<file path="src/rtl/capture_sequencer_pkg.sv">
// Shared definitions for the capture sequencer: FSM state encodings and transmitter flag layout.
package capture_sequencer_pkg;

    localparam logic [2:0] StIdle     = 3'd0;
    localparam logic [2:0] StPretrig  = 3'd1;
    localparam logic [2:0] StPosttrig = 3'd2;
    localparam logic [2:0] StStartTx  = 3'd3;
    localparam logic [2:0] StWaitTx   = 3'd4;

    localparam int unsigned TX_FLAGS_WIDTH = 16;
    localparam int unsigned FLAG_FULL      = 0;
    localparam int unsigned FLAG_TRIGGERED = 1;

endpackage

</file>
<file path="src/rtl/capture_sequencer_if.sv">
// Sample-RAM write port and DataTransmitter handshake between the sequencer and its consumers.
interface capture_sequencer_if #(
    parameter int unsigned ADDR_WIDTH = 13,
    parameter int unsigned DATA_WIDTH = 8
);
    import capture_sequencer_pkg::*;

    logic                      mem_write_en;
    logic [ADDR_WIDTH-1:0]     mem_write_address;
    logic [DATA_WIDTH-1:0]     mem_write_data;
    logic                      tx_run;
    logic [TX_FLAGS_WIDTH-1:0] tx_flags;
    logic [ADDR_WIDTH-1:0]     tx_last_sample_address;
    logic                      tx_finished;

    modport master (
        output mem_write_en,
        output mem_write_address,
        output mem_write_data,
        output tx_run,
        output tx_flags,
        output tx_last_sample_address,
        input  tx_finished
    );

    modport slave (
        input  mem_write_en,
        input  mem_write_address,
        input  mem_write_data,
        input  tx_run,
        input  tx_flags,
        input  tx_last_sample_address,
        output tx_finished
    );

endinterface

</file>
<file path="src/rtl/capture_address_counter.sv">
// Circular sample-RAM write pointer with clear, increment and a sticky wrap (buffer full) flag.
module capture_address_counter #(
    parameter int unsigned WIDTH = 13
) (
    input  logic             clock,
    input  logic             reset,
    input  logic             clear,
    input  logic             increment,
    output logic [WIDTH-1:0] value,
    output logic             wrapped
);

    logic [WIDTH-1:0] value_q;
    logic             wrapped_q;

    always_ff @(posedge clock) begin
        if (reset || clear) begin
            value_q   <= '0;
            wrapped_q <= 1'b0;
        end else if (increment) begin
            value_q <= value_q + WIDTH'(1);
            if (value_q == '1) begin
                wrapped_q <= 1'b1;
            end
        end
    end

    assign value   = value_q;
    assign wrapped = wrapped_q;

endmodule

</file>
<file path="src/rtl/capture_sequencer.sv">
// Sequences one logic-analyser capture: arm, circular sample storage, trigger, post-trigger
// countdown, then a single DataTransmitter run and completion handshake.
module capture_sequencer
    import capture_sequencer_pkg::*;
#(
    parameter int unsigned ADDR_WIDTH = 13,
    parameter int unsigned DATA_WIDTH = 8
) (
    input  logic                  clock,
    input  logic                  reset,
    input  logic                  arm,
    input  logic                  abort,
    input  logic                  trigger,
    input  logic                  sample_valid,
    input  logic [DATA_WIDTH-1:0] sample_data,
    input  logic [ADDR_WIDTH-1:0] post_trigger_count,
    capture_sequencer_if.master   bus,
    output logic                  busy,
    output logic                  done
);

    logic [2:0]                state_q, state_d;
    logic [ADDR_WIDTH-1:0]     count_q;
    logic [ADDR_WIDTH-1:0]     remaining_q, remaining_d;
    logic [ADDR_WIDTH-1:0]     last_q, last_d;
    logic                      flags_live_q, flags_live_d;
    logic                      done_q;
    logic                      wr_en_q;
    logic [ADDR_WIDTH-1:0]     wr_addr_q;
    logic [DATA_WIDTH-1:0]     wr_data_q;
    logic [ADDR_WIDTH-1:0]     pointer;
    logic                      full;
    logic                      start;
    logic                      store;
    logic [TX_FLAGS_WIDTH-1:0] flags;

    assign start = (state_q == StIdle) && arm;
    assign store = ((state_q == StPretrig) || (state_q == StPosttrig)) && sample_valid;

    capture_address_counter #(
        .WIDTH(ADDR_WIDTH)
    ) u_address_counter (
        .clock    (clock),
        .reset    (reset),
        .clear    (start),
        .increment(store),
        .value    (pointer),
        .wrapped  (full)
    );

    always_comb begin
        state_d      = state_q;
        remaining_d  = remaining_q;
        last_d       = last_q;
        flags_live_d = flags_live_q;
        unique case (state_q)
            StIdle: begin
                if (arm) begin
                    state_d      = StPretrig;
                    last_d       = '0;
                    flags_live_d = 1'b0;
                end
            end
            StPretrig: begin
                if (abort) begin
                    state_d = StIdle;
                end else if (sample_valid && trigger) begin
                    if (count_q == '0) begin
                        last_d       = pointer;
                        flags_live_d = 1'b1;
                        state_d      = StStartTx;
                    end else begin
                        remaining_d = count_q;
                        state_d     = StPosttrig;
                    end
                end
            end
            StPosttrig: begin
                if (abort) begin
                    state_d = StIdle;
                end else if (sample_valid) begin
                    remaining_d = remaining_q - ADDR_WIDTH'(1);
                    if (remaining_q == ADDR_WIDTH'(1)) begin
                        last_d       = pointer;
                        flags_live_d = 1'b1;
                        state_d      = StStartTx;
                    end
                end
            end
            StStartTx: state_d = StWaitTx;
            StWaitTx: begin
                if (bus.tx_finished) begin
                    state_d = StIdle;
                end
            end
            default: state_d = StIdle;
        endcase
    end

    always_ff @(posedge clock) begin
        if (reset) begin
            state_q      <= StIdle;
            count_q      <= '0;
            remaining_q  <= '0;
            last_q       <= '0;
            flags_live_q <= 1'b0;
            done_q       <= 1'b0;
        end else begin
            state_q      <= state_d;
            remaining_q  <= remaining_d;
            last_q       <= last_d;
            flags_live_q <= flags_live_d;
            done_q       <= (state_q == StWaitTx) && bus.tx_finished;
            if (start) begin
                count_q <= post_trigger_count;
            end
        end
    end

    // Write path runs one cycle behind the sample strobe and completes even across an abort.
    always_ff @(posedge clock) begin
        if (reset) begin
            wr_en_q   <= 1'b0;
            wr_addr_q <= '0;
            wr_data_q <= '0;
        end else begin
            wr_en_q <= store;
            if (store) begin
                wr_addr_q <= pointer;
                wr_data_q <= sample_data;
            end
        end
    end

    // Flags only become visible once the capture has committed to a transmit.
    always_comb begin
        flags                 = '0;
        flags[FLAG_TRIGGERED] = flags_live_q;
        flags[FLAG_FULL]      = flags_live_q & full;
    end

    assign bus.mem_write_en           = wr_en_q;
    assign bus.mem_write_address      = wr_addr_q;
    assign bus.mem_write_data         = wr_data_q;
    assign bus.tx_run                 = (state_q == StStartTx);
    assign bus.tx_flags               = flags;
    assign bus.tx_last_sample_address = last_q;
    assign busy                       = (state_q != StIdle);
    assign done                       = done_q;

endmodule

</file>
<file path="src/flat_wrapper.sv">
// flat-port wrapper written by rule: the top's interface ports become plain ports
module capture_sequencer_flat import capture_sequencer_pkg::*;
#(
    parameter int unsigned ADDR_WIDTH = 13,
    parameter int unsigned DATA_WIDTH = 8
)
  (clock, reset, arm, abort, trigger, sample_valid, sample_data, post_trigger_count, busy, done, bus_mem_write_en, bus_mem_write_address, bus_mem_write_data, bus_tx_run, bus_tx_flags, bus_tx_last_sample_address, bus_tx_finished);
  capture_sequencer_if #(.ADDR_WIDTH(ADDR_WIDTH), .DATA_WIDTH(DATA_WIDTH)) bus_i ();
  input  logic clock;
  input  logic reset;
  input  logic arm;
  input  logic abort;
  input  logic trigger;
  input  logic sample_valid;
  input  logic [DATA_WIDTH-1:0] sample_data;
  input  logic [ADDR_WIDTH-1:0] post_trigger_count;
  output logic busy;
  output logic done;
  output wire logic [$bits(bus_i.mem_write_en)-1:0] bus_mem_write_en;
  output wire logic [$bits(bus_i.mem_write_address)-1:0] bus_mem_write_address;
  output wire logic [$bits(bus_i.mem_write_data)-1:0] bus_mem_write_data;
  output wire logic [$bits(bus_i.tx_run)-1:0] bus_tx_run;
  output wire logic [$bits(bus_i.tx_flags)-1:0] bus_tx_flags;
  output wire logic [$bits(bus_i.tx_last_sample_address)-1:0] bus_tx_last_sample_address;
  input wire logic [$bits(bus_i.tx_finished)-1:0] bus_tx_finished;
  assign bus_mem_write_en = bus_i.mem_write_en;
  assign bus_mem_write_address = bus_i.mem_write_address;
  assign bus_mem_write_data = bus_i.mem_write_data;
  assign bus_tx_run = bus_i.tx_run;
  assign bus_tx_flags = bus_i.tx_flags;
  assign bus_tx_last_sample_address = bus_i.tx_last_sample_address;
  assign bus_i.tx_finished = bus_tx_finished;
  capture_sequencer #(.ADDR_WIDTH(ADDR_WIDTH), .DATA_WIDTH(DATA_WIDTH)) u_core (.clock(clock), .reset(reset), .arm(arm), .abort(abort), .trigger(trigger), .sample_valid(sample_valid), .sample_data(sample_data), .post_trigger_count(post_trigger_count), .bus(bus_i), .busy(busy), .done(done));
endmodule
</file>
<file path="config.mk">
export PLATFORM = sky130hd
export DESIGN_NAME = capture_sequencer_flat
export DESIGN_NICKNAME = d
export VERILOG_FILES = /design/src/rtl/capture_sequencer_pkg.sv /design/src/rtl/capture_sequencer_if.sv /design/src/rtl/capture_address_counter.sv /design/src/rtl/capture_sequencer.sv /design/src/flat_wrapper.sv
export SDC_FILE = /design/constraint.sdc
export NUM_CORES = 1
export LEC_CHECK = 0
export ABC_CLOCK_PERIOD_IN_PS = 2100
export CORE_UTILIZATION = 40
export DETAILED_ROUTE_END_ITERATION = 16
export HOLD_SLACK_MARGIN = 0.1
export PLACE_DENSITY = 0.68
export SLEW_MARGIN = 25
export SYNTH_ARGS = -nofsm -noshare
export SYNTH_HDL_FRONTEND = slang
export SYNTH_SLANG_ARGS = --single-unit
</file>
<file path="constraint.sdc">
create_clock -name clock -period 2.1 [get_ports clock]
set_clock_uncertainty 0.1 [all_clocks]
set_input_delay 0.21 -clock clock [delete_from_list [all_inputs] [get_ports clock]]
set_output_delay 0.21 -clock clock [all_outputs]
set_load 0.03 [all_outputs]
</file>
==> impl_metrics.tcl <==
set metrics [dict create \
    path_cells "nor4_4, nand4_1, a211o_1, or3b_1, a2111oi_2" \
    clk_pin_slew_worst_paths_ps 80 \
    wl_per_cell_um 13.8 \
    ys_types 52 \
    tns_ps 0 \
    clk_latency_ps 360 \
    holdWs_ps 301 \
    final-hold-violation-count 0 \
    synth_largest_area_cell "dfxtp_1" \
    rsz0062_at_grt "yes" \
    area_delta_synth_final_pct 31.0 \
    critPathRequiredTime_ps 2250 \
    grt_max_degree 47 \
    synth_compound_area_frac 0.149 \
    routabilityCongestion 0.885 \
    antenna_found_initial 0 \
    cp-start-kind "flop" \
    drtIter0Drc 160 \
    grt-ovfl-total 0 \
    port_buffers 67 \
    path_max_fanout 3 \
    setup_ws_ps 33.0 \
    endpoint_kind "flop" \
    cts_tree "built" \
    syn_area_per_cell_um2 8.06 \
    root_buffer "clkbuf_8" \
    grt_use_total 0.192 \
    drc 4 \
    postSynthCellCount 457 \
    synth.most_common_cell "nand2_1" \
    dieWidth_um 98.0 \
    crit_buf_inv 0 \
    start_util 0.418 \
    cts_sinks 80 \
    drv_slew 0 \
    finalSetupViolations 0 \
    fin_util 0.548 \
    grt_pass1_wl_um 14800 \
    final_cells 653 \
    core_um2 8810 \
    synth-simple-area-share 0.255 \
    finalNetCount 571 \
    dieArea_um2 9600 \
    cp_slowest_cell "or3b_1" \
    synth_fa_ha_area_frac 0.0102 \
    fmax_mhz 484 \
    cts_buffer_depth 2 \
    drive_gt1_frac 0.132 \
    status "complete, but fails checks" \
    synth_xor_area_frac 0.0282 \
    grt_pass1_vias 3240 \
    cts_buffers 9 \
    wl_um 8990 \
    drv_cap 0 \
    synth.top_cell.area_share 0.435 \
    fp.dieH_um 98.0 \
    fin_crit_ps 2070 \
    ys.flop_type "dfxtp_1" \
    ys_async_sr_fraction 0 \
    vdd_drop_max_uv 463 \
    via_per_inst 5.16 \
    cpPeakStageDelay_ps 380 \
    ioPinCount 82 \
    path_class "reg2reg" \
    dpl.hpwl_um 6100 \
    n_antenna_cell 0 \
    rows 34 \
    synth_edf_count 0 \
    hold_class "in2reg" \
    dp_slack_ps -147 \
    yosys-top-cells-count "nand2_1, dfxtp_1, a21oi_1" \
    yosysSeqAreaShare 0.435 \
    powerDensity_nw_per_um2 795 \
    num_vias 3369 \
    syn_area_um2 3680 \
    p_leak_nw 1.72 \
    period_share 0.984 \
    dr.pass1.iters 10 \
    synth_top_cells_by_area "dfxtp_1, nand2_1, a21oi_1" \
    path_delay_family "simple AND/OR/NAND/NOR gates" \
    yosys_warnings 0 \
    dp.cells 634 \
    critical_path_arrival_ps 2210 \
    violations "design-rule violations" \
    synth-seq-cells 80 \
    synth_top_family_by_area "simple AND/OR/NAND/NOR gates" \
    drtAntennaViolNets 0 \
    htreeDepth 3 \
    synth.area.mux_share 0.0394 \
]
==> logic make-up (layout without fill, tap and decap cells) <==
| kind of cell | after synthesis | in the layout |
|---|---|---|
| flops | 80 | 80 |
| mux | 14 | 14 |
| other cells | 1 | 14 |
| buf+inv | 50 | 125 |
| fa+ha+maj | 3 | 3 |
| compound gates | 92 | 92 |
| xor+xnor | 11 | 11 |
| simple gates | 206 | 206 |
==> flip-flops by register name, indices dropped and copies added, names as in the netlist, 3 cells and up <==
signal                             count
u_core.bus.mem_write_address          13
u_core.u_address_counter.value        13
u_core.state_q                         3
u_core.bus.mem_write_data              8
u_core.bus.tx_last_sample_address     13
u_core.remaining_q                    13
u_core.count_q                        13
==> cell usage in the layout, fill, tap and decap left out, types with 3 or more instances in the layout <==
master | Yosys | layout
nand2_1 | 116 | 116
dfxtp_1 | 80 | 76
clkdlybuf4s50_1 | 0 | 64
a21oi_1 | 57 | 57
nor2_1 | 33 | 32
buf_4 | 16 | 28
conb_1 | 1 | 14
mux2i_1 | 13 | 13
nor3_1 | 13 | 11
o21ai_0 | 11 | 10
clkbuf_8 | 3 | 10
inv_1 | 7 | 7
xnor2_1 | 7 | 7
nand3_1 | 6 | 6
nand4_1 | 5 | 5
o21a_1 | 5 | 5
a21o_1 | 5 | 5
or3_1 | 4 | 4
nor4_2 | 1 | 4
dfxtp_2 | 0 | 4
and2_1 | 3 | 3
xor2_1 | 3 | 3
a22oi_1 | 3 | 3
ha_1 | 3 | 3
buf_12 | 0 | 3
==> worst paths after layout <==
kind | endpoint | cells after the start | slack [ps] | from
hold reg to reg | u_core.bus.mem_write_data[5]$_SDFFE_PP0P_ | 2 | 360 | u_core.bus.mem_write_data[5]$_SDFFE_PP0P_
setup reg to reg | u_core.state_q[1]$_SDFFE_PP0P_ | 5 | 30 | u_core.remaining_q[6]$_SDFFE_PP0P_
setup / recovery | u_core.state_q[1]$_SDFFE_PP0P_ | 5 | 30 | u_core.remaining_q[6]$_SDFFE_PP0P_
hold / removal | u_core.count_q[7]$_SDFFE_PP0P_ | 3 | 300 | post_trigger_count[7]
==> what timing repair did <==
item                                    CTS  global route
endpoints found under the setup margin   22            27
resized for setup                         7             9
gates cloned                              0             1
pin swaps                                 2             2
hold endpoints to repair                  2             0
hold buffers                              1             0
buffers inserted                          1             0
==> area by class of cell <==
cell class | instances | area [µm²]
fill | 843 | 3980
multi-input combinational | 340 | 1870
sequential | 80 | 1610
timing repair buffer | 102 | 991
clock buffer | 10 | 138
tap | 108 | 135
clock inverter | 6 | 65.1
inverter | 7 | 26.3
==> power by group <==
group | internal, W | total, W | switching (W) | leakage (nW)
clock | 0.000586 | 0.00118 | 0.000594 | 0.103
combinational | 0.000476 | 0.00101 | 0.000535 | 0.971
sequential | 0.00158 | 0.00165 | 0.0000610 | 0.649
total | 0.00265 | 0.00384 | 0.00119 | 1.72
==> routing by layer <==
layer | track usage | vias to the layer above | wire [µm]
met2 | 0.331 | 96 | 4320
li1 | - | 1685 | -
met3 | 0.0487 | 14 | 502
met5 | 0 | - | 0
met4 | 0.0723 | 0 | 143
met1 | 0.228 | 1574 | 4020
==> worst register-to-register path: cells and delay by family (launching register included) <==
family          cells  cell delay, ps
compound gates      2             690
flops               1             340
simple gates        3             830
==> per-stage QoR <==
step | cell area (µm²) | power (W)
3_5_place_dp | 4540 | 0.00261
3_3_place_gp | 4540 | 0.00260
6_report | 4830 | 0.00384
5_1_grt | 4830 | 0.00402
2_1_floorplan | 3730 | 0.00230
4_1_cts | 4770 | 0.00381
(Power assumes the default switching activity.)
